--- config.mk ---
export PLATFORM = sky130hd
export DESIGN_NAME = fu2_arb_flat
export DESIGN_NICKNAME = d
export VERILOG_FILES = /design/src/rtl/fu2_arb_if.sv /design/src/rtl/fu2_arb.sv /design/src/flat_wrapper.sv
export SDC_FILE = /design/constraint.sdc
export NUM_CORES = 1
export LEC_CHECK = 0
export ABC_CLOCK_PERIOD_IN_PS = 3150
export BUFFER_PORTS_ARGS = -buffer_cell sky130_fd_sc_hd__buf_4
export CAP_MARGIN = 30
export CORE_AREA = 3 3 397 399
export CTS_CLUSTER_SIZE = 14
export DETAILED_ROUTE_END_ITERATION = 7
export DIE_AREA = 0 0 400 402
export PLACE_DENSITY = 0.38
export SETUP_SLACK_MARGIN = 0.5
export SYNTH_ARGS = -nofsm -noshare
export SYNTH_HDL_FRONTEND = slang
export SYNTH_SLANG_ARGS = --single-unit
--- constraint.sdc ---
create_clock -name clk_i -period 3.15 [get_ports clk_i]
set_clock_uncertainty 0.15 [all_clocks]
set_input_delay 0.63 -clock clk_i [delete_from_list [all_inputs] [get_ports clk_i]]
set_output_delay 0.63 -clock clk_i [all_outputs]
set_load 0.01 [all_outputs]
--- src/rtl/fu2_arb_if.sv ---
// fu2_arb_if: handshake and data bus between the two requesters, the fu2_arb
// arbiter and the fu2 functional unit.
//
// Signal groups:
//   req0_* / req1_*  request valid/ready, operands {A,B,C,D} and control
//                    {SEL,SHF_MODE,SHF_AMT,OP1,OP2}
//   fu_*             registered operands/controls to fu2 and its result/flags
//   rsp*             per-requester result strobes and shared result data
//
// Modports:
//   slave   the arbiter side (fu2_arb)
//   master  the requester / functional-unit side
interface fu2_arb_if #(
    parameter int unsigned DSIZE  = 64,
    parameter int unsigned OPSIZE = 5,
    parameter int unsigned ASIZE  = 6
);
    localparam int unsigned CW = 2 * OPSIZE + ASIZE + 3;

    logic                 req0_valid;
    logic                 req0_ready;
    logic [4*DSIZE-1:0]   req0_opnd;
    logic [CW-1:0]        req0_ctrl;
    logic                 req1_valid;
    logic                 req1_ready;
    logic [4*DSIZE-1:0]   req1_opnd;
    logic [CW-1:0]        req1_ctrl;

    logic [DSIZE-1:0]     fu_a;
    logic [DSIZE-1:0]     fu_b;
    logic [DSIZE-1:0]     fu_c;
    logic [DSIZE-1:0]     fu_d;
    logic [OPSIZE-1:0]    fu_op1;
    logic [OPSIZE-1:0]    fu_op2;
    logic [ASIZE-1:0]     fu_shf_amt;
    logic [1:0]           fu_shf_mode;
    logic                 fu_sel;
    logic [DSIZE-1:0]     fu_out;
    logic                 fu_z;
    logic                 fu_n;
    logic                 fu_r;
    logic                 fu_o;

    logic                 rsp0_valid;
    logic                 rsp1_valid;
    logic [DSIZE+3:0]     rsp_data;

    modport slave (
        input  req0_valid, req0_opnd, req0_ctrl,
        input  req1_valid, req1_opnd, req1_ctrl,
        output req0_ready, req1_ready,
        output fu_a, fu_b, fu_c, fu_d, fu_op1, fu_op2, fu_shf_amt, fu_shf_mode, fu_sel,
        input  fu_out, fu_z, fu_n, fu_r, fu_o,
        output rsp0_valid, rsp1_valid, rsp_data
    );

    modport master (
        output req0_valid, req0_opnd, req0_ctrl,
        output req1_valid, req1_opnd, req1_ctrl,
        input  req0_ready, req1_ready,
        input  fu_a, fu_b, fu_c, fu_d, fu_op1, fu_op2, fu_shf_amt, fu_shf_mode, fu_sel,
        output fu_out, fu_z, fu_n, fu_r, fu_o,
        input  rsp0_valid, rsp1_valid, rsp_data
    );
endinterface

--- src/rtl/fu2_arb.sv ---
// fu2_arb: two-port round-robin issue arbiter and result router for fu2.
//
// Requests from two requesters are granted round-robin, their operands and
// controls are registered onto the fu2 inputs, and a LAT-deep tag pipeline
// steers each fu2 result back to the requester that issued it. A flush drains
// the tag pipeline (RUN -> DRAIN -> DONE -> RUN) with no grants meanwhile.
//
// Ports:
//   clk_i           clock, rising edge
//   rst_i           synchronous active-high reset
//   bus             fu2_arb_if.slave: request handshakes, fu2 drive/result,
//                   response strobes and data
//   flush_i         drain request, level sampled in RUN
//   flush_done_o    one-cycle pulse when the drain completes
//   issue_cnt_o     saturating transfer count
//   conflict_cnt_o  saturating count of RUN cycles with both requests valid
//
// Build option: define FU2_ARB_STAT_EN to implement the two statistics
// counters; otherwise both counter outputs are tied to zero.
module fu2_arb #(
    parameter int unsigned DSIZE  = 64,
    parameter int unsigned OPSIZE = 5,
    parameter int unsigned ASIZE  = 6,
    parameter int unsigned LAT    = 1
) (
    input  logic        clk_i,
    input  logic        rst_i,
    fu2_arb_if.slave    bus,
    input  logic        flush_i,
    output logic        flush_done_o,
    output logic [31:0] issue_cnt_o,
    output logic [31:0] conflict_cnt_o
);
    localparam int unsigned CW = 2 * OPSIZE + ASIZE + 3;

    typedef enum logic [1:0] {StRun, StDrain, StDone} state_e;

    state_e             state_q, state_d;
    logic               ptr_q, ptr_d;
    logic               gnt0, gnt1, xfer;
    logic [LAT-1:0]     tag_v_q, tag_v_d;
    logic [LAT-1:0]     tag_id_q, tag_id_d;
    logic [4*DSIZE-1:0] opnd_sel;
    logic [CW-1:0]      ctrl_sel;

    logic [DSIZE-1:0]   fu_a_q, fu_b_q, fu_c_q, fu_d_q;
    logic [OPSIZE-1:0]  fu_op1_q, fu_op2_q;
    logic [ASIZE-1:0]   fu_shf_amt_q;
    logic [1:0]         fu_shf_mode_q;
    logic               fu_sel_q;
    logic               rsp0_valid_q, rsp1_valid_q;
    logic [DSIZE+3:0]   rsp_data_q;

    // Grants only in RUN with no flush; on contention ptr picks the winner.
    always_comb begin
        gnt0 = 1'b0;
        gnt1 = 1'b0;
        if (state_q == StRun && !flush_i) begin
            if (bus.req0_valid && bus.req1_valid) begin
                gnt0 = !ptr_q;
                gnt1 = ptr_q;
            end else begin
                gnt0 = bus.req0_valid;
                gnt1 = bus.req1_valid;
            end
        end
    end

    assign bus.req0_ready = gnt0;
    assign bus.req1_ready = gnt1;
    assign xfer           = gnt0 | gnt1;

    always_comb begin
        ptr_d = ptr_q;
        if (gnt0) begin
            ptr_d = 1'b1;
        end else if (gnt1) begin
            ptr_d = 1'b0;
        end
    end

    assign opnd_sel = gnt1 ? bus.req1_opnd : bus.req0_opnd;
    assign ctrl_sel = gnt1 ? bus.req1_ctrl : bus.req0_ctrl;

    // Stage 0 takes the new issue, older stages shift toward LAT-1.
    always_comb begin
        tag_v_d     = tag_v_q << 1;
        tag_id_d    = tag_id_q << 1;
        tag_v_d[0]  = xfer;
        tag_id_d[0] = gnt1;
    end

    always_comb begin
        state_d = state_q;
        unique case (state_q)
            StRun:   if (flush_i) state_d = StDrain;
            StDrain: if (tag_v_q == '0) state_d = StDone;
            StDone:  state_d = StRun;
            default: state_d = StRun;
        endcase
    end

    assign flush_done_o = (state_q == StDone);

    always_ff @(posedge clk_i) begin
        if (rst_i) begin
            state_q       <= StRun;
            ptr_q         <= 1'b0;
            tag_v_q       <= '0;
            tag_id_q      <= '0;
            fu_a_q        <= '0;
            fu_b_q        <= '0;
            fu_c_q        <= '0;
            fu_d_q        <= '0;
            fu_op1_q      <= '0;
            fu_op2_q      <= '0;
            fu_shf_amt_q  <= '0;
            fu_shf_mode_q <= '0;
            fu_sel_q      <= 1'b0;
            rsp0_valid_q  <= 1'b0;
            rsp1_valid_q  <= 1'b0;
            rsp_data_q    <= '0;
        end else begin
            state_q  <= state_d;
            ptr_q    <= ptr_d;
            tag_v_q  <= tag_v_d;
            tag_id_q <= tag_id_d;
            if (xfer) begin
                fu_a_q        <= opnd_sel[4*DSIZE-1 -: DSIZE];
                fu_b_q        <= opnd_sel[3*DSIZE-1 -: DSIZE];
                fu_c_q        <= opnd_sel[2*DSIZE-1 -: DSIZE];
                fu_d_q        <= opnd_sel[DSIZE-1:0];
                fu_sel_q      <= ctrl_sel[CW-1];
                fu_shf_mode_q <= ctrl_sel[CW-2 -: 2];
                fu_shf_amt_q  <= ctrl_sel[2*OPSIZE+ASIZE-1 -: ASIZE];
                fu_op1_q      <= ctrl_sel[2*OPSIZE-1 -: OPSIZE];
                fu_op2_q      <= ctrl_sel[OPSIZE-1:0];
            end
            // The last tag stage marks the cycle fu2's result is valid.
            rsp0_valid_q <= tag_v_q[LAT-1] & ~tag_id_q[LAT-1];
            rsp1_valid_q <= tag_v_q[LAT-1] & tag_id_q[LAT-1];
            if (tag_v_q[LAT-1]) begin
                rsp_data_q <= {bus.fu_out, bus.fu_z, bus.fu_n, bus.fu_r, bus.fu_o};
            end
        end
    end

    assign bus.fu_a        = fu_a_q;
    assign bus.fu_b        = fu_b_q;
    assign bus.fu_c        = fu_c_q;
    assign bus.fu_d        = fu_d_q;
    assign bus.fu_op1      = fu_op1_q;
    assign bus.fu_op2      = fu_op2_q;
    assign bus.fu_shf_amt  = fu_shf_amt_q;
    assign bus.fu_shf_mode = fu_shf_mode_q;
    assign bus.fu_sel      = fu_sel_q;
    assign bus.rsp0_valid  = rsp0_valid_q;
    assign bus.rsp1_valid  = rsp1_valid_q;
    assign bus.rsp_data    = rsp_data_q;

`ifdef FU2_ARB_STAT_EN
    logic [31:0] issue_cnt_q, conflict_cnt_q;
    logic        conflict;

    assign conflict = (state_q == StRun) && !flush_i && bus.req0_valid && bus.req1_valid;

    always_ff @(posedge clk_i) begin
        if (rst_i) begin
            issue_cnt_q    <= '0;
            conflict_cnt_q <= '0;
        end else begin
            if (xfer && issue_cnt_q != 32'hFFFF_FFFF) begin
                issue_cnt_q <= issue_cnt_q + 32'd1;
            end
            if (conflict && conflict_cnt_q != 32'hFFFF_FFFF) begin
                conflict_cnt_q <= conflict_cnt_q + 32'd1;
            end
        end
    end

    assign issue_cnt_o    = issue_cnt_q;
    assign conflict_cnt_o = conflict_cnt_q;
`else
    assign issue_cnt_o    = 32'd0;
    assign conflict_cnt_o = 32'd0;
`endif
endmodule
--- src/flat_wrapper.sv ---
// flat-port wrapper written by rule: the top's interface ports become plain ports
module fu2_arb_flat 
#(
    parameter int unsigned DSIZE  = 64,
    parameter int unsigned OPSIZE = 5,
    parameter int unsigned ASIZE  = 6,
    parameter int unsigned LAT    = 1
)
  (clk_i, rst_i, flush_i, flush_done_o, issue_cnt_o, conflict_cnt_o, bus_req0_valid, bus_req0_opnd, bus_req0_ctrl, bus_req1_valid, bus_req1_opnd, bus_req1_ctrl, bus_req0_ready, bus_req1_ready, bus_fu_a, bus_fu_b, bus_fu_c, bus_fu_d, bus_fu_op1, bus_fu_op2, bus_fu_shf_amt, bus_fu_shf_mode, bus_fu_sel, bus_fu_out, bus_fu_z, bus_fu_n, bus_fu_r, bus_fu_o, bus_rsp0_valid, bus_rsp1_valid, bus_rsp_data);
  fu2_arb_if #(.DSIZE(DSIZE), .OPSIZE(OPSIZE), .ASIZE(ASIZE)) bus_i ();
  input  logic clk_i;
  input  logic rst_i;
  input  logic flush_i;
  output logic flush_done_o;
  output logic [31:0] issue_cnt_o;
  output logic [31:0] conflict_cnt_o;
  input wire logic [$bits(bus_i.req0_valid)-1:0] bus_req0_valid;
  input wire logic [$bits(bus_i.req0_opnd)-1:0] bus_req0_opnd;
  input wire logic [$bits(bus_i.req0_ctrl)-1:0] bus_req0_ctrl;
  input wire logic [$bits(bus_i.req1_valid)-1:0] bus_req1_valid;
  input wire logic [$bits(bus_i.req1_opnd)-1:0] bus_req1_opnd;
  input wire logic [$bits(bus_i.req1_ctrl)-1:0] bus_req1_ctrl;
  output wire logic [$bits(bus_i.req0_ready)-1:0] bus_req0_ready;
  output wire logic [$bits(bus_i.req1_ready)-1:0] bus_req1_ready;
  output wire logic [$bits(bus_i.fu_a)-1:0] bus_fu_a;
  output wire logic [$bits(bus_i.fu_b)-1:0] bus_fu_b;
  output wire logic [$bits(bus_i.fu_c)-1:0] bus_fu_c;
  output wire logic [$bits(bus_i.fu_d)-1:0] bus_fu_d;
  output wire logic [$bits(bus_i.fu_op1)-1:0] bus_fu_op1;
  output wire logic [$bits(bus_i.fu_op2)-1:0] bus_fu_op2;
  output wire logic [$bits(bus_i.fu_shf_amt)-1:0] bus_fu_shf_amt;
  output wire logic [$bits(bus_i.fu_shf_mode)-1:0] bus_fu_shf_mode;
  output wire logic [$bits(bus_i.fu_sel)-1:0] bus_fu_sel;
  input wire logic [$bits(bus_i.fu_out)-1:0] bus_fu_out;
  input wire logic [$bits(bus_i.fu_z)-1:0] bus_fu_z;
  input wire logic [$bits(bus_i.fu_n)-1:0] bus_fu_n;
  input wire logic [$bits(bus_i.fu_r)-1:0] bus_fu_r;
  input wire logic [$bits(bus_i.fu_o)-1:0] bus_fu_o;
  output wire logic [$bits(bus_i.rsp0_valid)-1:0] bus_rsp0_valid;
  output wire logic [$bits(bus_i.rsp1_valid)-1:0] bus_rsp1_valid;
  output wire logic [$bits(bus_i.rsp_data)-1:0] bus_rsp_data;
  assign bus_i.req0_valid = bus_req0_valid;
  assign bus_i.req0_opnd = bus_req0_opnd;
  assign bus_i.req0_ctrl = bus_req0_ctrl;
  assign bus_i.req1_valid = bus_req1_valid;
  assign bus_i.req1_opnd = bus_req1_opnd;
  assign bus_i.req1_ctrl = bus_req1_ctrl;
  assign bus_req0_ready = bus_i.req0_ready;
  assign bus_req1_ready = bus_i.req1_ready;
  assign bus_fu_a = bus_i.fu_a;
  assign bus_fu_b = bus_i.fu_b;
  assign bus_fu_c = bus_i.fu_c;
  assign bus_fu_d = bus_i.fu_d;
  assign bus_fu_op1 = bus_i.fu_op1;
  assign bus_fu_op2 = bus_i.fu_op2;
  assign bus_fu_shf_amt = bus_i.fu_shf_amt;
  assign bus_fu_shf_mode = bus_i.fu_shf_mode;
  assign bus_fu_sel = bus_i.fu_sel;
  assign bus_i.fu_out = bus_fu_out;
  assign bus_i.fu_z = bus_fu_z;
  assign bus_i.fu_n = bus_fu_n;
  assign bus_i.fu_r = bus_fu_r;
  assign bus_i.fu_o = bus_fu_o;
  assign bus_rsp0_valid = bus_i.rsp0_valid;
  assign bus_rsp1_valid = bus_i.rsp1_valid;
  assign bus_rsp_data = bus_i.rsp_data;
  fu2_arb #(.DSIZE(DSIZE), .OPSIZE(OPSIZE), .ASIZE(ASIZE), .LAT(LAT)) u_core (.clk_i(clk_i), .rst_i(rst_i), .bus(bus_i), .flush_i(flush_i), .flush_done_o(flush_done_o), .issue_cnt_o(issue_cnt_o), .conflict_cnt_o(conflict_cnt_o));
endmodule
After elaboration in Yosys (flattened, before gate mapping)
Cells that the tools add are included.

operators by class
  eq/ne operators = 4
  muxes and demuxes = 11
  bitwise gates (word level) = 4
  reduce and logical (&&, ||, !) cells = 7

operators by type and width
  operator                                                         number
  256-bit two-way mux                                              1
  19-bit two-way mux                                               1
  1-bit two-way mux                                                6
  2-bit two-way mux                                                2
  2-bit != test, second input constant                             2
  2-bit one-hot mux with 2 select lines                            1
  1-bit AND                                                        2
  2-bit by 1-bit == test with 1-bit output, second input constant  1
  2-bit == test, second input constant                             1
  1-bit logical AND                                                2
  1-bit logical NOT                                                2
  2-bit logical NOT                                                1
  2-bit AND reduction                                              1
  2-bit nonzero test                                               1
  1-bit NOT                                                        1
  1-bit OR                                                         1

storage, ports and cells
  flip-flop bits (word level) = 350
  input bits = 623
  output and inout port bits = 412
  logic and storage cells = 42

Logic depth before layout (Yosys ltp)
Gate-level depths: netlist of run 1.

  word-level depth = 5
  gate-level depth with buffers = 7
  depth with buffers taken out = 3

Worst setup path before layout of run 1
OpenSTA, ideal clock, no wires.

  path type = input port to output port
  start = input flush_i
  end = output bus_req1_ready
  arrival time = 1.711 ns
  slack = 0.659 ns
  stages on the path = 5
  cells stage by stage = or3_1 -> buf_2 -> buf_2 -> clkbuf_1 -> nor3_1

between the ends
  cells in the longest elaborated chain, start to end = 3

RTL lines
  item               line                text
  start, declared    flat_wrapper.sv:13  input logic flush_i;
  1-bit logical NOT  fu2_arb.sv:58       if (state_q == StRun && !flush_i) begin
  1-bit logical AND  fu2_arb.sv:58
  1-bit two-way mux  fu2_arb.sv:58
  end, declared      flat_wrapper.sv:24  output wire logic [$bits(bus_i.req1_ready)-1:0] bus_req1_ready;

Every way passes these cells.

Worst setup path in the final report of run 1
  start = register u_core.state_q[0]
  end = register u_core.fu_c_q[62] (netlist: u_core.bus.fu_c[62])

between the ends
  cells in the longest elaborated chain, start to end = 4
  elaborated cells on any way between the ends = 6

RTL lines
  item                                             line                          text
  start, declared                                  fu2_arb.sv:38                 state_e state_q, state_d;
  start signal, assigned                           fu2_arb.sv:107                state_q <= StRun;
  start signal, assigned                           fu2_arb.sv:124                state_q <= state_d;
  2-bit logical NOT (*)                            fu2_arb.sv:58
  1-bit logical AND (*)                            fu2_arb.sv:58
  1-bit two-way mux                                fu2_arb.sv:58
  256-bit two-way mux or 1-bit OR (tied branches)  fu2_arb.sv:82, fu2_arb.sv:71
  end signal, assigned                             fu2_arb.sv:131                fu_c_q <= opnd_sel[2*DSIZE-1 -: DSIZE];
  end, declared                                    fu2_arb.sv:46                 logic [DSIZE-1:0] fu_a_q, fu_b_q, fu_c_q, fu_d_q;

Every way passes the cells marked *; elsewhere a longest branch is shown, timed or not.
A chain may end at the register's enable or synchronous reset.

==> results of run 1 <==
[state kept, by name (all words and copies together) (netlist names), 2 cells and up]
register and flops:
u_core.bus.rsp_data 68, u_core.bus.fu_shf_amt 6, u_core.bus.fu_shf_mode 2, u_core.bus.fu_a 64, u_core.bus.fu_b 64, u_core.state_q 2, u_core.bus.fu_d 64, u_core.bus.fu_op1 5
u_core.bus.fu_op2 5, u_core.bus.fu_c 64
[area by class of cell]
type	count	area, µm²	area share
flip-flops and latches	350	7014	0.2384
well taps	2044	2557	0.08693
clock inverters	12	151.4	0.005146
multi-input cells	1319	9275	0.3153
diodes	7	17.52	0.0005954
repair buffers	1123	8947	0.3041
inverters	1	11.26	0.0003828
clock buffers	76	1446	0.04916
[cells by family (layout without fill, tap and decap cells)]
family | Yosys count | in the layout | synth area share
multiplexers | 69 | 69 | 0.03870
other | 1 | 71 | 0.0002101
flip-flops | 350 | 350 | 0.3926
buffers and inverters | 388 | 1212 | 0.1043
AO/OA/AOI/OAI | 1103 | 1103 | 0.4444
AND/OR/NAND/NOR | 83 | 83 | 0.01977
[through the flow]
stage / cells / utilization / worst slack, ps / instance area, µm² / power, mW
2_1_floorplan: 2057 / - / 659.2 / 18080 / 6.813
4_1_cts: 4925 / 0.1905 / 483.1 / 29390 / 14.91
5_1_grt: 4932 / 0.1908 / 505.1 / 29420 / 15.32
6_report: 4932 / 0.1908 / 541.1 / 29420 / 14.63
3_5_place_dp: 4828 / 0.1790 / 509.4 / 27610 / 8.923
3_3_place_gp: 4828 / 0.1790 / 502.8 / 27610 / 8.938
[critical path, cell delays in order, from the launching register on]
cell	delay [ps]
sky130_fd_sc_hd__dfxtp_4	360
sky130_fd_sc_hd__or3_4	400
sky130_fd_sc_hd__buf_4	190
sky130_fd_sc_hd__buf_4	190
sky130_fd_sc_hd__buf_12	190
sky130_fd_sc_hd__buf_6	320
sky130_fd_sc_hd__a311oi_1	360
sky130_fd_sc_hd__a211oi_1	140
[per-layer routing]
layer  wire (µm)  track usage
met5         110            0
met4        3833      0.04777
met3        9233      0.03893
met2       60990       0.2476
met1       49040       0.1706
[cells in the final DEF (no fill, tap or decap)]
master | netlist | final
sky130_fd_sc_hd__buf_4 | 64 | 1081
sky130_fd_sc_hd__dfxtp_1 | 350 | 348
sky130_fd_sc_hd__a311oi_1 | 276 | 276
sky130_fd_sc_hd__a21oi_1 | 277 | 276
sky130_fd_sc_hd__o31ai_1 | 275 | 275
sky130_fd_sc_hd__a211oi_1 | 275 | 275
sky130_fd_sc_hd__mux2i_1 | 69 | 69
sky130_fd_sc_hd__nor2_1 | 68 | 68
sky130_fd_sc_hd__conb_1 | 1 | 64
sky130_fd_sc_hd__clkbuf_16 | 0 | 48
sky130_fd_sc_hd__buf_12 | 0 | 31
sky130_fd_sc_hd__clkbuf_8 | 0 | 14
sky130_fd_sc_hd__clkbuf_1 | 221 | 14
sky130_fd_sc_hd__diode_2 | 0 | 7
sky130_fd_sc_hd__buf_6 | 13 | 5
sky130_fd_sc_hd__clkinv_2 | 0 | 4
sky130_fd_sc_hd__clkinvlp_4 | 0 | 3
sky130_fd_sc_hd__bufbuf_16 | 0 | 3
sky130_fd_sc_hd__nor3_4 | 0 | 2
sky130_fd_sc_hd__nor3_1 | 3 | 2
sky130_fd_sc_hd__inv_16 | 0 | 2
sky130_fd_sc_hd__buf_8 | 0 | 2
sky130_fd_sc_hd__dfxtp_4 | 0 | 2
sky130_fd_sc_hd__nand2_2 | 0 | 1
sky130_fd_sc_hd__a21oi_4 | 0 | 1
sky130_fd_sc_hd__inv_8 | 0 | 1
sky130_fd_sc_hd__or3_4 | 0 | 1
sky130_fd_sc_hd__nor2b_4 | 0 | 1
sky130_fd_sc_hd__nor2b_1 | 2 | 1
sky130_fd_sc_hd__nand2b_4 | 0 | 1
sky130_fd_sc_hd__nor2_4 | 0 | 1
sky130_fd_sc_hd__or2_4 | 0 | 1
sky130_fd_sc_hd__and3b_1 | 1 | 1
sky130_fd_sc_hd__nor3b_1 | 1 | 1
sky130_fd_sc_hd__nor4_1 | 1 | 1
sky130_fd_sc_hd__nor4b_1 | 1 | 1
sky130_fd_sc_hd__clkinv_4 | 0 | 1
sky130_fd_sc_hd__clkinv_16 | 0 | 1
sky130_fd_sc_hd__bufinv_16 | 0 | 1
sky130_fd_sc_hd__buf_16 | 0 | 1
[power groups by stage]
stage / sequential, mW / combinational (mW) / clock [mW]
after floorplan: 5.24 / 1.57 / 0
final: 5.06 / 3.81 / 5.76
after detailed placement: 5.15 / 3.78 / 0
after global placement: 5.15 / 3.79 / 0
after global routing: 5.10 / 4.11 / 6.11
after CTS: 5.06 / 3.86 / 5.99
[cell usage after synthesis]
cell / number
sky130_fd_sc_hd__nor3b_1: 1
sky130_fd_sc_hd__inv_2: 1
sky130_fd_sc_hd__o31ai_1: 275
sky130_fd_sc_hd__mux2i_1: 69
sky130_fd_sc_hd__buf_4: 64
sky130_fd_sc_hd__or2_2: 1
sky130_fd_sc_hd__nor2_1: 68
sky130_fd_sc_hd__nor3_2: 1
sky130_fd_sc_hd__a21oi_1: 277
sky130_fd_sc_hd__buf_6: 13
sky130_fd_sc_hd__nor4_1: 1
sky130_fd_sc_hd__nor3_1: 3
sky130_fd_sc_hd__and3b_1: 1
sky130_fd_sc_hd__conb_1: 1
sky130_fd_sc_hd__clkbuf_1: 221
sky130_fd_sc_hd__buf_2: 54
sky130_fd_sc_hd__nor2_2: 1
sky130_fd_sc_hd__a311oi_1: 276
sky130_fd_sc_hd__dfxtp_1: 350
sky130_fd_sc_hd__buf_1: 35
sky130_fd_sc_hd__nor4b_1: 1
sky130_fd_sc_hd__nor2b_1: 2
sky130_fd_sc_hd__a211oi_1: 275
sky130_fd_sc_hd__or3_1: 1
sky130_fd_sc_hd__nand2_1: 1
sky130_fd_sc_hd__nand2b_1: 1
[worst min-delay path by stage]
stage,end,slack (ps),cells past startpoint
floorplan,u_core.bus.rsp0_valid$_SDFF_PP0_,240,1
global placement,u_core.bus.rsp0_valid$_SDFF_PP0_,270,1
detailed placement,u_core.bus.rsp0_valid$_SDFF_PP0_,290,1
CTS,u_core.bus.rsp_data[45]$_SDFFE_PP0P_,5,3
global route,u_core.bus.rsp_data[66]$_SDFFE_PP0P_,40,3
finish,u_core.bus.rsp_data[13]$_SDFFE_PP0P_,80,3
[what timing repair did]
item | CTS | global route
resized for setup | 8 | 5
buffers inserted | 6 | 0
setup endpoints to repair | 2 | 49
pin swaps | 3 | 1
cloned | 3 | 0
hold buffers | 0 | 0
==> out/qor.tcl, run 1 <==
set qor(outcome) {complete, no violations}
set qor(grt_remaining_overflow) 0
set qor(drt_pass1_iterations) 6
set qor(leakage_nw) 11.43
set qor(synth_largest_type_area_fraction) 0.3926
set qor(vdd_ir_drop_max_v) 0.0002750
set qor(cts_tree) {yes}
set qor(design.core.area_um2) 154200
set qor(arrival_ps) 2950
set qor(worst_ep_required_time_ps) 3490
set qor(flow.area_growth_from_synthesis_pct) 64.84
set qor(dp.final_hpwl_um) 90600
set qor(grt_setup_unrepaired) {false}
set qor(cap_viol_max_count) 0
set qor(grt_first_pass_wirelength_um) 168100
set qor(worst_setup_path_startpoint) {u_core.state_q[0]$_SDFFE_PP0P_}
set qor(route.vias.total) 20940
set qor(critPathKind) {flip-flop to flip-flop}
set qor(synth_sequential_area_ratio) 0.3926
set qor(final_layout_setup_total_negative_slack_ps) 0
set qor(avgViaCountPerCell) 4.247
set qor(total_standard_cell_area_after_synthesis_um2) 17850
set qor(cts_buffer_depth) 3
set qor(end_kind) {flip-flop}
set qor(final_layout_size_suffix_gt1_frac) 0.4196
set qor(grt_pass1_vias) 21270
set qor(remaining_drc_errors) 0
set qor(synthTopCellsByArea) {sky130_fd_sc_hd__dfxtp_1, sky130_fd_sc_hd__a311oi_1, sky130_fd_sc_hd__a211oi_1, sky130_fd_sc_hd__o31ai_1, sky130_fd_sc_hd__a21oi_1}
set qor(fmax_ghz) 0.3833
set qor(fin_crit_sh) 0.8282
set qor(global_route.usage.total) 0.1435
set qor(finalWirelength_um) 123200
set qor(cp_startpoint_kind) {flip-flop}
set qor(worst_r2r_startpoint) {u_core.state_q[0]$_SDFFE_PP0P_}
set qor(die_y_um) 402
set qor(setup_violations) 0
set qor(synth_top_area_cell) {sky130_fd_sc_hd__dfxtp_1}
set qor(min_period_ps) 2609
set qor(rr_endpoint) {u_core.bus.fu_c[62]$_SDFFE_PP0P_}
set qor(cp-endpoint) {u_core.bus.fu_c[62]$_SDFFE_PP0P_}
set qor(intPower_mw) 9.757
set qor(clock_power_share) 0.393
set qor(die_w_um) 400
set qor(cts.clk_slew.worst_paths_ps) 60
set qor(synth-seq-cells) 350
set qor(tightestPinTransition_ps) 867.6
set qor(power.density_cell_area_nw_per_um2) 497.3
set qor(numClockSinks) 350
set qor(fin_hold_ws_ps) 81.90
set qor(netlist_instances) 1994
set qor(hold_viol_final) 0
set qor(die-area_um2) 160800
set qor(antenna_found_initial) 18
set qor(share_seq_of_total_power) 0.346
set qor(htree_num_levels) 2
set qor(ff2ff_setup_slack_ps) 540
set qor(layout.nets) 3466
set qor(yosys_warnings) 0
set qor(grt_start_max_net_pins) 103
set qor(first_drt_iteration_drcs) 1204
set qor(share_comb_of_total_power) 0.261
set qor(clock_tree.root_cell) {sky130_fd_sc_hd__clkbuf_16}
set qor(antenna_left) 0
set qor(place_congestion) 0.8158
set qor(clkLatencyLatePin_ps) 630
set qor(p_sw_mw) 4.873
set qor(pin_count) 1035
set qor(timing.reg2reg.worst_path_depth) 7
set qor(fillCellCount) 17360
set qor(hold_path.class) {input pin to flip-flop}
set qor(hold_path_startpoint) {bus_fu_out[9]}
set qor(placementRows) 144
set qor(synthDistinctLibCells) 26
set qor(worst-path-max-fanout) 74
set qor(routed_wire_length_per_instance_um) 24.98
set qor(drv_slew) 0
set qor(timing.max_slew.rel_slack) 0.4177
set qor(switching_share) 0.3331
set qor(buffer_ports.inserted) 970
set qor(post_synth.cell_area_avg_um2) 8.951
set qor(initial_utilization) 0.1157
set qor(cts_buffer_count) 48
Power figures use the tool's default switching activity.
==> run 2: changes to the inputs <==
--- a/config.mk
+++ b/config.mk
@@ -5,7 +5,7 @@
 export SDC_FILE = /design/constraint.sdc
 export NUM_CORES = 1
 export LEC_CHECK = 0
-export ABC_CLOCK_PERIOD_IN_PS = 3150
+export ABC_CLOCK_PERIOD_IN_PS = 2310
 export BUFFER_PORTS_ARGS = -buffer_cell sky130_fd_sc_hd__buf_4
 export CAP_MARGIN = 30
 export CORE_AREA = 3 3 397 399
==> constraint.sdc (replaced) <==
create_clock -name clk_i -period 2.31 [get_ports clk_i]
set_clock_uncertainty 0.15 [all_clocks]
set_input_delay 0.462 -clock clk_i [delete_from_list [all_inputs] [get_ports clk_i]]
set_output_delay 0.462 -clock clk_i [all_outputs]
set_load 0.01 [all_outputs]
==> run 2 against run 1 <==
The run now ends with negative setup slack left. Non-clock buffer count up 439. Critical path depth is 3 lower. Flip-flop and latch count stayed put. Clock power grew 37%. Global-route usage about the same. Cell count grew 9.2%. Largest cell class is now buffers.
==> out/qor.tcl, run 2 (synthesis results as in run 1) <==
set qor(outcome) {finished, violations left} ;# was complete, no violations
set qor(violated_checks) {negative setup slack}
set qor(grt_most_used_layer) {met2} ;# unchanged
set qor(timing.max_slew.rel_slack) 0.5442 ;# was 0.4177
set qor(global_route.usage.total) 0.1431 ;# was 0.1435
set qor(timing.reg2reg.worst_path_depth) 8 ;# was 7
set qor(place_congestion) 0.8147 ;# was 0.8158
set qor(layout.nets) 3908 ;# was 3466
set qor(power.density_cell_area_nw_per_um2) 591.7 ;# was 497.3 nW/µm²
set qor(worst_ep_required_time_ps) 1700 ;# was 3490 ps
set qor(p_sw_mw) 7.121 ;# was 4.873 mW
set qor(initial_utilization) 0.1157 ;# unchanged
set qor(dp.final_hpwl_um) 88540 ;# was 90600 µm
set qor(remaining_drc_errors) 0 ;# unchanged
set qor(die-area_um2) 160800 ;# unchanged
set qor(cts_buffer_count) 51 ;# was 48
set qor(setup_violations) 37 ;# was 0
set qor(setup_ws_ps) -96.21 ;# was 541.1 ps
set qor(antenna_found_initial) 26 ;# was 18
set qor(htree_num_levels) 2 ;# unchanged
set qor(intPower_mw) 14.32 ;# was 9.757 mW
set qor(fmax_ghz) 0.4156
set qor(dp_slack_ps) 5.220 ;# was 509.4 ps
set qor(whs_path_depth) 3 ;# unchanged
set qor(totalPowerFinal_mw) 21.44 ;# was 14.63 mW
set qor(fin_hold_ws_ps) 56.09 ;# was 81.90 ps
set qor(met2_demand_to_capacity_share_in_global_routing) 0.2547 ;# was 0.2476
set qor(final_cell_mix) {sky130_fd_sc_hd__buf_4, sky130_fd_sc_hd__dlygate4sd3_1, sky130_fd_sc_hd__dfxtp_1, sky130_fd_sc_hd__a21oi_1, sky130_fd_sc_hd__a211oi_1} ;# was sky130_fd_sc_hd__buf_4, sky130_fd_sc_hd__dfxtp_1, sky130_fd_sc_hd__a311oi_1, sky130_fd_sc_hd__a21oi_1
set qor(leakage_nw) 14.00 ;# was 11.43 nW
set qor(share_comb_of_total_power) 0.310 ;# was 0.261
set qor(design.core.area_um2) 154200 ;# unchanged
set qor(largest_reg_flops) 68 ;# unchanged
set qor(hold_path.class) {input pin to flip-flop} ;# unchanged
set qor(layoutNonFillerInstCount) 5387 ;# was 4932
set qor(worst-path-max-fanout) 5 ;# was 74
set qor(grt_remaining_overflow) 0 ;# unchanged
set qor(numClockSinks) 350 ;# unchanged
set qor(share_seq_of_total_power) 0.322 ;# was 0.346
set qor(placementRows) 144 ;# unchanged
set qor(first_drt_iteration_drcs) 1385 ;# was 1204
set qor(grt_pass1_vias) 23160 ;# was 21270
set qor(flow.area_growth_from_synthesis_pct) 103.0 ;# was 64.84%
set qor(avgViaCountPerCell) 4.287 ;# was 4.247
set qor(final_layout_setup_total_negative_slack_ps) -697.0 ;# was 0 ps
set qor(cp_startpoint_kind) {flip-flop} ;# unchanged
set qor(critPathKind) {flip-flop to output pin} ;# was flip-flop to flip-flop
set qor(met3_usage) 0.02926 ;# was 0.03893
set qor(grt_start_max_net_pins) 99 ;# was 103
set qor(grt.met1_usage) 0.1717 ;# was 0.1706
set qor(clkLatencyLatePin_ps) 650 ;# was 630 ps
set qor(dpl.cell_count) 4871 ;# was 4828
set qor(vdd_ir_drop_max_v) 0.0005668 ;# was 0.0002750 V
set qor(worst_r2r_startpoint) {u_core.state_q[0]$_SDFFE_PP0P_} ;# unchanged
set qor(grt_setup_unrepaired) {true} ;# was false
set qor(grt_first_pass_wirelength_um) 171700 ;# was 168100 µm
set qor(routed_wire_length_per_instance_um) 23.33 ;# was 24.98 µm
set qor(die_w_um) 400 ;# unchanged
set qor(end_kind) {output pin} ;# was flip-flop
set qor(cap_viol_max_count) 0 ;# unchanged
set qor(finalWirelength_um) 125700 ;# was 123200 µm
set qor(antenna_left) 0 ;# unchanged
set qor(cts_buffer_depth) 3 ;# unchanged
set qor(cts.clk_slew.worst_paths_ps) 60 ;# about the same
set qor(route.vias.total) 23100 ;# was 20940
set qor(ff2ff_setup_slack_ps) -70 ;# was 540 ps
set qor(clock_tree.root_cell) {sky130_fd_sc_hd__clkbuf_16} ;# unchanged
set qor(min_period_ps) 2406
set qor(cts_tree) {yes} ;# unchanged
set qor(pin_count) 1035 ;# unchanged
set qor(fin_crit_sh) 1.042
set qor(mostFrequentLayoutCell) {sky130_fd_sc_hd__buf_4} ;# unchanged
set qor(worst_setup_path_startpoint) {u_core.state_q[0]$_SDFFE_PP0P_} ;# unchanged
set qor(tightestPinTransition_ps) 683.7 ;# was 867.6 ps
set qor(hold_viol_final) 0 ;# unchanged
set qor(rr_endpoint) {u_core.bus.fu_op1[0]$_SDFFE_PP0P_} ;# was u_core.bus.fu_c[62]$_SDFFE_PP0P_
set qor(drt_pass1_iterations) 5 ;# was 6
set qor(switching_share) 0.3321 ;# was 0.3331
set qor(cp-endpoint) {bus_req1_ready} ;# was u_core.bus.fu_c[62]$_SDFFE_PP0P_
set qor(drv_slew) 0 ;# unchanged
set qor(final_layout_size_suffix_gt1_frac) 0.4571 ;# was 0.4196
set qor(arrival_ps) 1790 ;# was 2950 ps
set qor(buffer_ports.inserted) 970 ;# unchanged
set qor(clock_power_share) 0.368 ;# was 0.393
set qor(die_y_um) 402 ;# unchanged
run 2: changes by cell type in the layout (fill, tap and decap cells not counted), sizes merged, moves of 2 or more:
cell,previous run,this run
clkbuf,76,84
inv,3,1
buf,1120,1193
dlygate4sd3,0,358
diode,7,20
bufbuf,3,6
clkinv,6,9
run 2: layout make-up:
cell class	instances	area [µm²]
inverters	1	11.26
flip-flops and latches	350	7023
clock buffers	79	1471
multi-input cells	1319	10840
diodes	20	50.05
clock inverters	12	165.2
well taps	2044	2557
repair buffers	1562	14120
fillers	16850	118000
run 2: worst min path at each step:
| stage | startpoint | to |
|---|---|---|
| finish | bus_req0_opnd[148] | u_core.bus.fu_b[20]$_SDFFE_PP0P_ |
| global route | bus_req0_opnd[148] | u_core.bus.fu_b[20]$_SDFFE_PP0P_ |
| CTS | bus_req1_opnd[1] | u_core.bus.fu_d[1]$_SDFFE_PP0P_ |
| detailed placement | u_core.tag_id_q$_SDFF_PP0_ | u_core.bus.rsp0_valid$_SDFF_PP0_ |
| global placement | u_core.tag_id_q$_SDFF_PP0_ | u_core.bus.rsp0_valid$_SDFF_PP0_ |
| floorplan | u_core.tag_id_q$_SDFF_PP0_ | u_core.bus.rsp0_valid$_SDFF_PP0_ |
run 2: routing by layer:
metal | part of all wire | wire [µm]
met1 | 0.40 | 50430
met2 | 0.50 | 63070
met3 | 0.065 | 8217
met4 | 0.031 | 3920
met5 | 0.00034 | 43
run 2: through the flow:
stage               area [µm²]  utilization
floorplan                18240            -
global placement         28250       0.1832
detailed placement       28250       0.1832
CTS                      34850       0.2260
global route             36230       0.2349
finish                   36240       0.2350
run 2: power groups by stage:
| stage | Clock [mW] | Combinational, mW | Sequential, mW |
|---|---|---|---|
| floorplan | 0 | 2.18 | 7.15 |
| global placement | 0 | 5.24 | 7.02 |
| detailed placement | 0 | 5.22 | 7.02 |
| CTS | 8.23 | 6.26 | 6.90 |
| global route | 8.44 | 7.07 | 6.95 |
| finish | 7.90 | 6.64 | 6.91 |
run 2: what timing repair did:
action | CTS | global route
pin swaps | 9 | 11
hold endpoints to repair | 341 | 0
endpoints found under the setup margin | 394 | 415
hold buffers | 358 | 0
gates cloned | 20 | 8
setup buffers | 6 | 13
gates resized for setup | 144 | 183
run 2: critical path, stage by stage, from the launching register on:
cell                      delay (ps)
sky130_fd_sc_hd__dfxtp_2         350
sky130_fd_sc_hd__or3_4           400
sky130_fd_sc_hd__buf_16          150
sky130_fd_sc_hd__nor3_4          100
sky130_fd_sc_hd__buf_4           140
==> run 3: changes to the inputs <==
--- a/config.mk
+++ b/config.mk
@@ -14,6 +14,7 @@
 export DIE_AREA = 0 0 400 402
 export PLACE_DENSITY = 0.38
 export SETUP_SLACK_MARGIN = 0.5
+export SKIP_LAST_GASP = 1
 export SYNTH_ARGS = -nofsm -noshare
 export SYNTH_HDL_FRONTEND = slang
 export SYNTH_SLANG_ARGS = --single-unit
==> run 3 against run 2 <==
The run still ends with negative setup slack left. Critical path depth unchanged. Register-to-register slack about the same. Clock power about the same. Hold slack got worse by 3.9 ps. Combinational power about the same. Sequential power about the same. Fmax decreased by 0.28%. Count of clock-buffer cells in the layout unchanged. Cell count about the same. Sequential share of layout area increased by 0.068 points. Largest power group unchanged.
==> out/qor.tcl, run 3 (synthesis results as in run 1) <==
set qor(end_kind) {output pin} ;# unchanged
set qor(grt_start_max_net_pins) 99 ;# unchanged
set qor(place_congestion) 0.8147 ;# unchanged
set qor(hold_end) {u_core.bus.fu_op1[2]$_SDFFE_PP0P_} ;# was u_core.bus.fu_b[20]$_SDFFE_PP0P_
set qor(global_route.usage.total) 0.1430 ;# was 0.1431
set qor(fillCellCount) 16880 ;# was 16850
set qor(avgViaCountPerCell) 4.283 ;# was 4.287
set qor(dp_slack_ps) 5.220 ;# unchanged
set qor(top_layer_used) {met5} ;# unchanged
set qor(placementRows) 144 ;# unchanged
set qor(wl_met3_um) 8514 ;# was 8217 µm
set qor(final_cell_mix) {sky130_fd_sc_hd__buf_4, sky130_fd_sc_hd__dlygate4sd3_1, sky130_fd_sc_hd__dfxtp_1, sky130_fd_sc_hd__a21oi_1, sky130_fd_sc_hd__a211oi_1} ;# unchanged
set qor(final_util) 0.2342 ;# was 0.2350
set qor(critPathKind) {flip-flop to output pin} ;# unchanged
set qor(drt_pass1_iterations) 5 ;# unchanged
set qor(final_design_area_no_fill_um2) 36110 ;# was 36240 µm²
set qor(dp.final_hpwl_um) 88540 ;# unchanged
set qor(fmax_ghz) 0.4144 ;# was 0.4156 GHz
set qor(outcome) {finished, violations left} ;# unchanged
set qor(leakage_nw) 14.01 ;# was 14.00 nW
set qor(arrival_ps) 1800 ;# was 1790 ps
set qor(die-area_um2) 160800 ;# unchanged
set qor(whs_path_depth) 3 ;# unchanged
set qor(ff2ff_setup_slack_ps) -60 ;# was -70 ps
set qor(cts.clk_slew.worst_paths_ps) 60 ;# about the same
set qor(pin_count) 1035 ;# unchanged
set qor(cts_buffer_depth) 3 ;# unchanged
set qor(cap_viol_max_count) 0 ;# unchanged
set qor(setup_ws_ps) -103.0 ;# was -96.21 ps
set qor(vdd_ir_drop_max_v) 0.0005746 ;# was 0.0005668 V
set qor(mostFrequentLayoutCell) {sky130_fd_sc_hd__buf_4} ;# unchanged
set qor(clock_tree.root_cell) {sky130_fd_sc_hd__clkbuf_16} ;# unchanged
set qor(timing.max_slew.rel_slack) 0.5378 ;# was 0.5442
set qor(route.vias.total) 23090 ;# was 23100
set qor(worst_ep_required_time_ps) 1700 ;# about the same
set qor(grt_first_pass_wirelength_um) 171500 ;# was 171700 µm
set qor(antenna_found_initial) 26 ;# unchanged
set qor(cp_startpoint_kind) {flip-flop} ;# unchanged
set qor(hold_viol_final) 0 ;# unchanged
set qor(first_drt_iteration_drcs) 1340 ;# was 1385
set qor(die_w_um) 400 ;# unchanged
set qor(flow.area_growth_from_synthesis_pct) 102.3 ;# was 103.0%
set qor(rr_endpoint) {u_core.bus.fu_op1[0]$_SDFFE_PP0P_} ;# unchanged
set qor(worst-path-max-fanout) 5 ;# unchanged
set qor(layout.nets) 3913 ;# was 3908
set qor(grt_remaining_overflow) 0 ;# unchanged
set qor(worst_r2r_startpoint) {u_core.state_q[0]$_SDFFE_PP0P_} ;# unchanged
set qor(fin_hold_ws_ps) 52.15 ;# was 56.09 ps
set qor(min_period_ps) 2413 ;# was 2406 ps
set qor(grt_setup_unrepaired) {true} ;# unchanged
set qor(tightestPinTransition_ps) 693.3 ;# was 683.7 ps
set qor(hold_path_startpoint) {bus_req1_ctrl[7]} ;# was bus_req0_opnd[148]
set qor(setup_violations) 43 ;# was 37
set qor(clkLatencyLatePin_ps) 650 ;# about the same
set qor(met1_length_um) 50960 ;# was 50430 µm
set qor(antenna_left) 0 ;# unchanged
set qor(design.core.area_um2) 154200 ;# unchanged
set qor(placed_cell_areas_um2) 28250 ;# unchanged
set qor(buffer_ports.inserted) 970 ;# unchanged
set qor(numClockSinks) 350 ;# unchanged
set qor(power.density_cell_area_nw_per_um2) 594.4 ;# was 591.7 nW/µm²
set qor(remaining_drc_errors) 0 ;# unchanged
set qor(final_layout_size_suffix_gt1_frac) 0.4483 ;# was 0.4571
set qor(hold_path.class) {input pin to flip-flop} ;# unchanged
set qor(htree_num_levels) 2 ;# unchanged
set qor(timing.reg2reg.worst_path_depth) 8 ;# unchanged
set qor(cts_tree) {yes} ;# unchanged
set qor(largest_reg_flops) 68 ;# unchanged
set qor(cts_buffer_count) 51 ;# unchanged
set qor(fin_crit_sh) 1.045 ;# was 1.042
set qor(grt_pass1_vias) 23100 ;# was 23160
set qor(routed_wire_length_per_instance_um) 23.60 ;# was 23.33 µm
set qor(drv_slew) 0 ;# unchanged
set qor(finalWirelength_um) 127200 ;# was 125700 µm
set qor(initial_utilization) 0.1157 ;# unchanged
set qor(die_y_um) 402 ;# unchanged
set qor(dr_wl_met2_um) 63830 ;# was 63070 µm
set qor(violated_checks) {negative setup slack} ;# unchanged
[run 3: stage by stage]
step / power, mW / setup TNS [ps] / cells
2_1_floorplan: 9.327 / 0 / 2057
3_3_place_gp: 12.26 / -18.41 / 4871
3_5_place_dp: 12.24 / 0 / 4871
4_1_cts: 21.32 / -403.1 / 5346
5_1_grt: 22.47 / -5388 / 5388
6_report: 21.47 / -925.4 / 5391
[run 3: per-layer routing]
metal | up-vias | track usage
met1 | 11430 | 0.1713
met4 | 6 | 0.04150
met5 | - | 0
met2 | 883 | 0.2547
li1 | 10590 | -
met3 | 181 | 0.02975
[run 3: what timing repair did]
item | CTS | global route
hold endpoints to repair | 341 | 0
pin swaps | 3 | 12
hold buffers | 358 | 0
setup endpoints to repair | 394 | 414
gates resized for setup | 89 | 198
setup buffers | 6 | 13
cloned | 20 | 13
[run 3: area by class of cell]
class                   count  area, µm²  share of cell area
diodes                     19      47.55            0.001317
clock buffers              79       1471             0.04074
clock inverters            12      165.2            0.004573
inverters                   1      11.26           0.0003118
multi-input cells        1319      10650              0.2949
flip-flops and latches    350       7023              0.1945
well taps                2044       2557             0.07081
repair buffers           1567      14190              0.3929
[run 3: how the worst max path moves through the flow]
stage | startpoint | to | slack [ps] | depth (start not counted)
2_1_floorplan | flush_i | bus_req1_ready | 390 | 5
3_3_place_gp | flush_i | u_core.bus.fu_a[0]$_SDFFE_PP0P_ | -10 | 5
3_5_place_dp | flush_i | u_core.bus.fu_a[0]$_SDFFE_PP0P_ | 5 | 5
4_1_cts | u_core.state_q[0]$_SDFFE_PP0P_ | bus_req1_ready | -200 | 4
5_1_grt | u_core.state_q[1]$_SDFFE_PP0P_ | bus_req0_ready | -190 | 5
6_report | u_core.state_q[0]$_SDFFE_PP0P_ | bus_req1_ready | -100 | 4
[run 3: critical path, cell delays in order, from the launching register on]
cell                      delay (ps)
sky130_fd_sc_hd__dfxtp_2         350
sky130_fd_sc_hd__or3_4           400
sky130_fd_sc_hd__buf_16          150
sky130_fd_sc_hd__nor3_4          100
sky130_fd_sc_hd__buf_4           140
[run 3: power by group]
| group | total (mW) | internal, mW | switching (mW) |
|---|---|---|---|
| registers | 6.91 | 6.55 | 0.360 |
| clock network | 7.92 | 4.50 | 3.41 |
| logic | 6.64 | 3.27 | 3.37 |
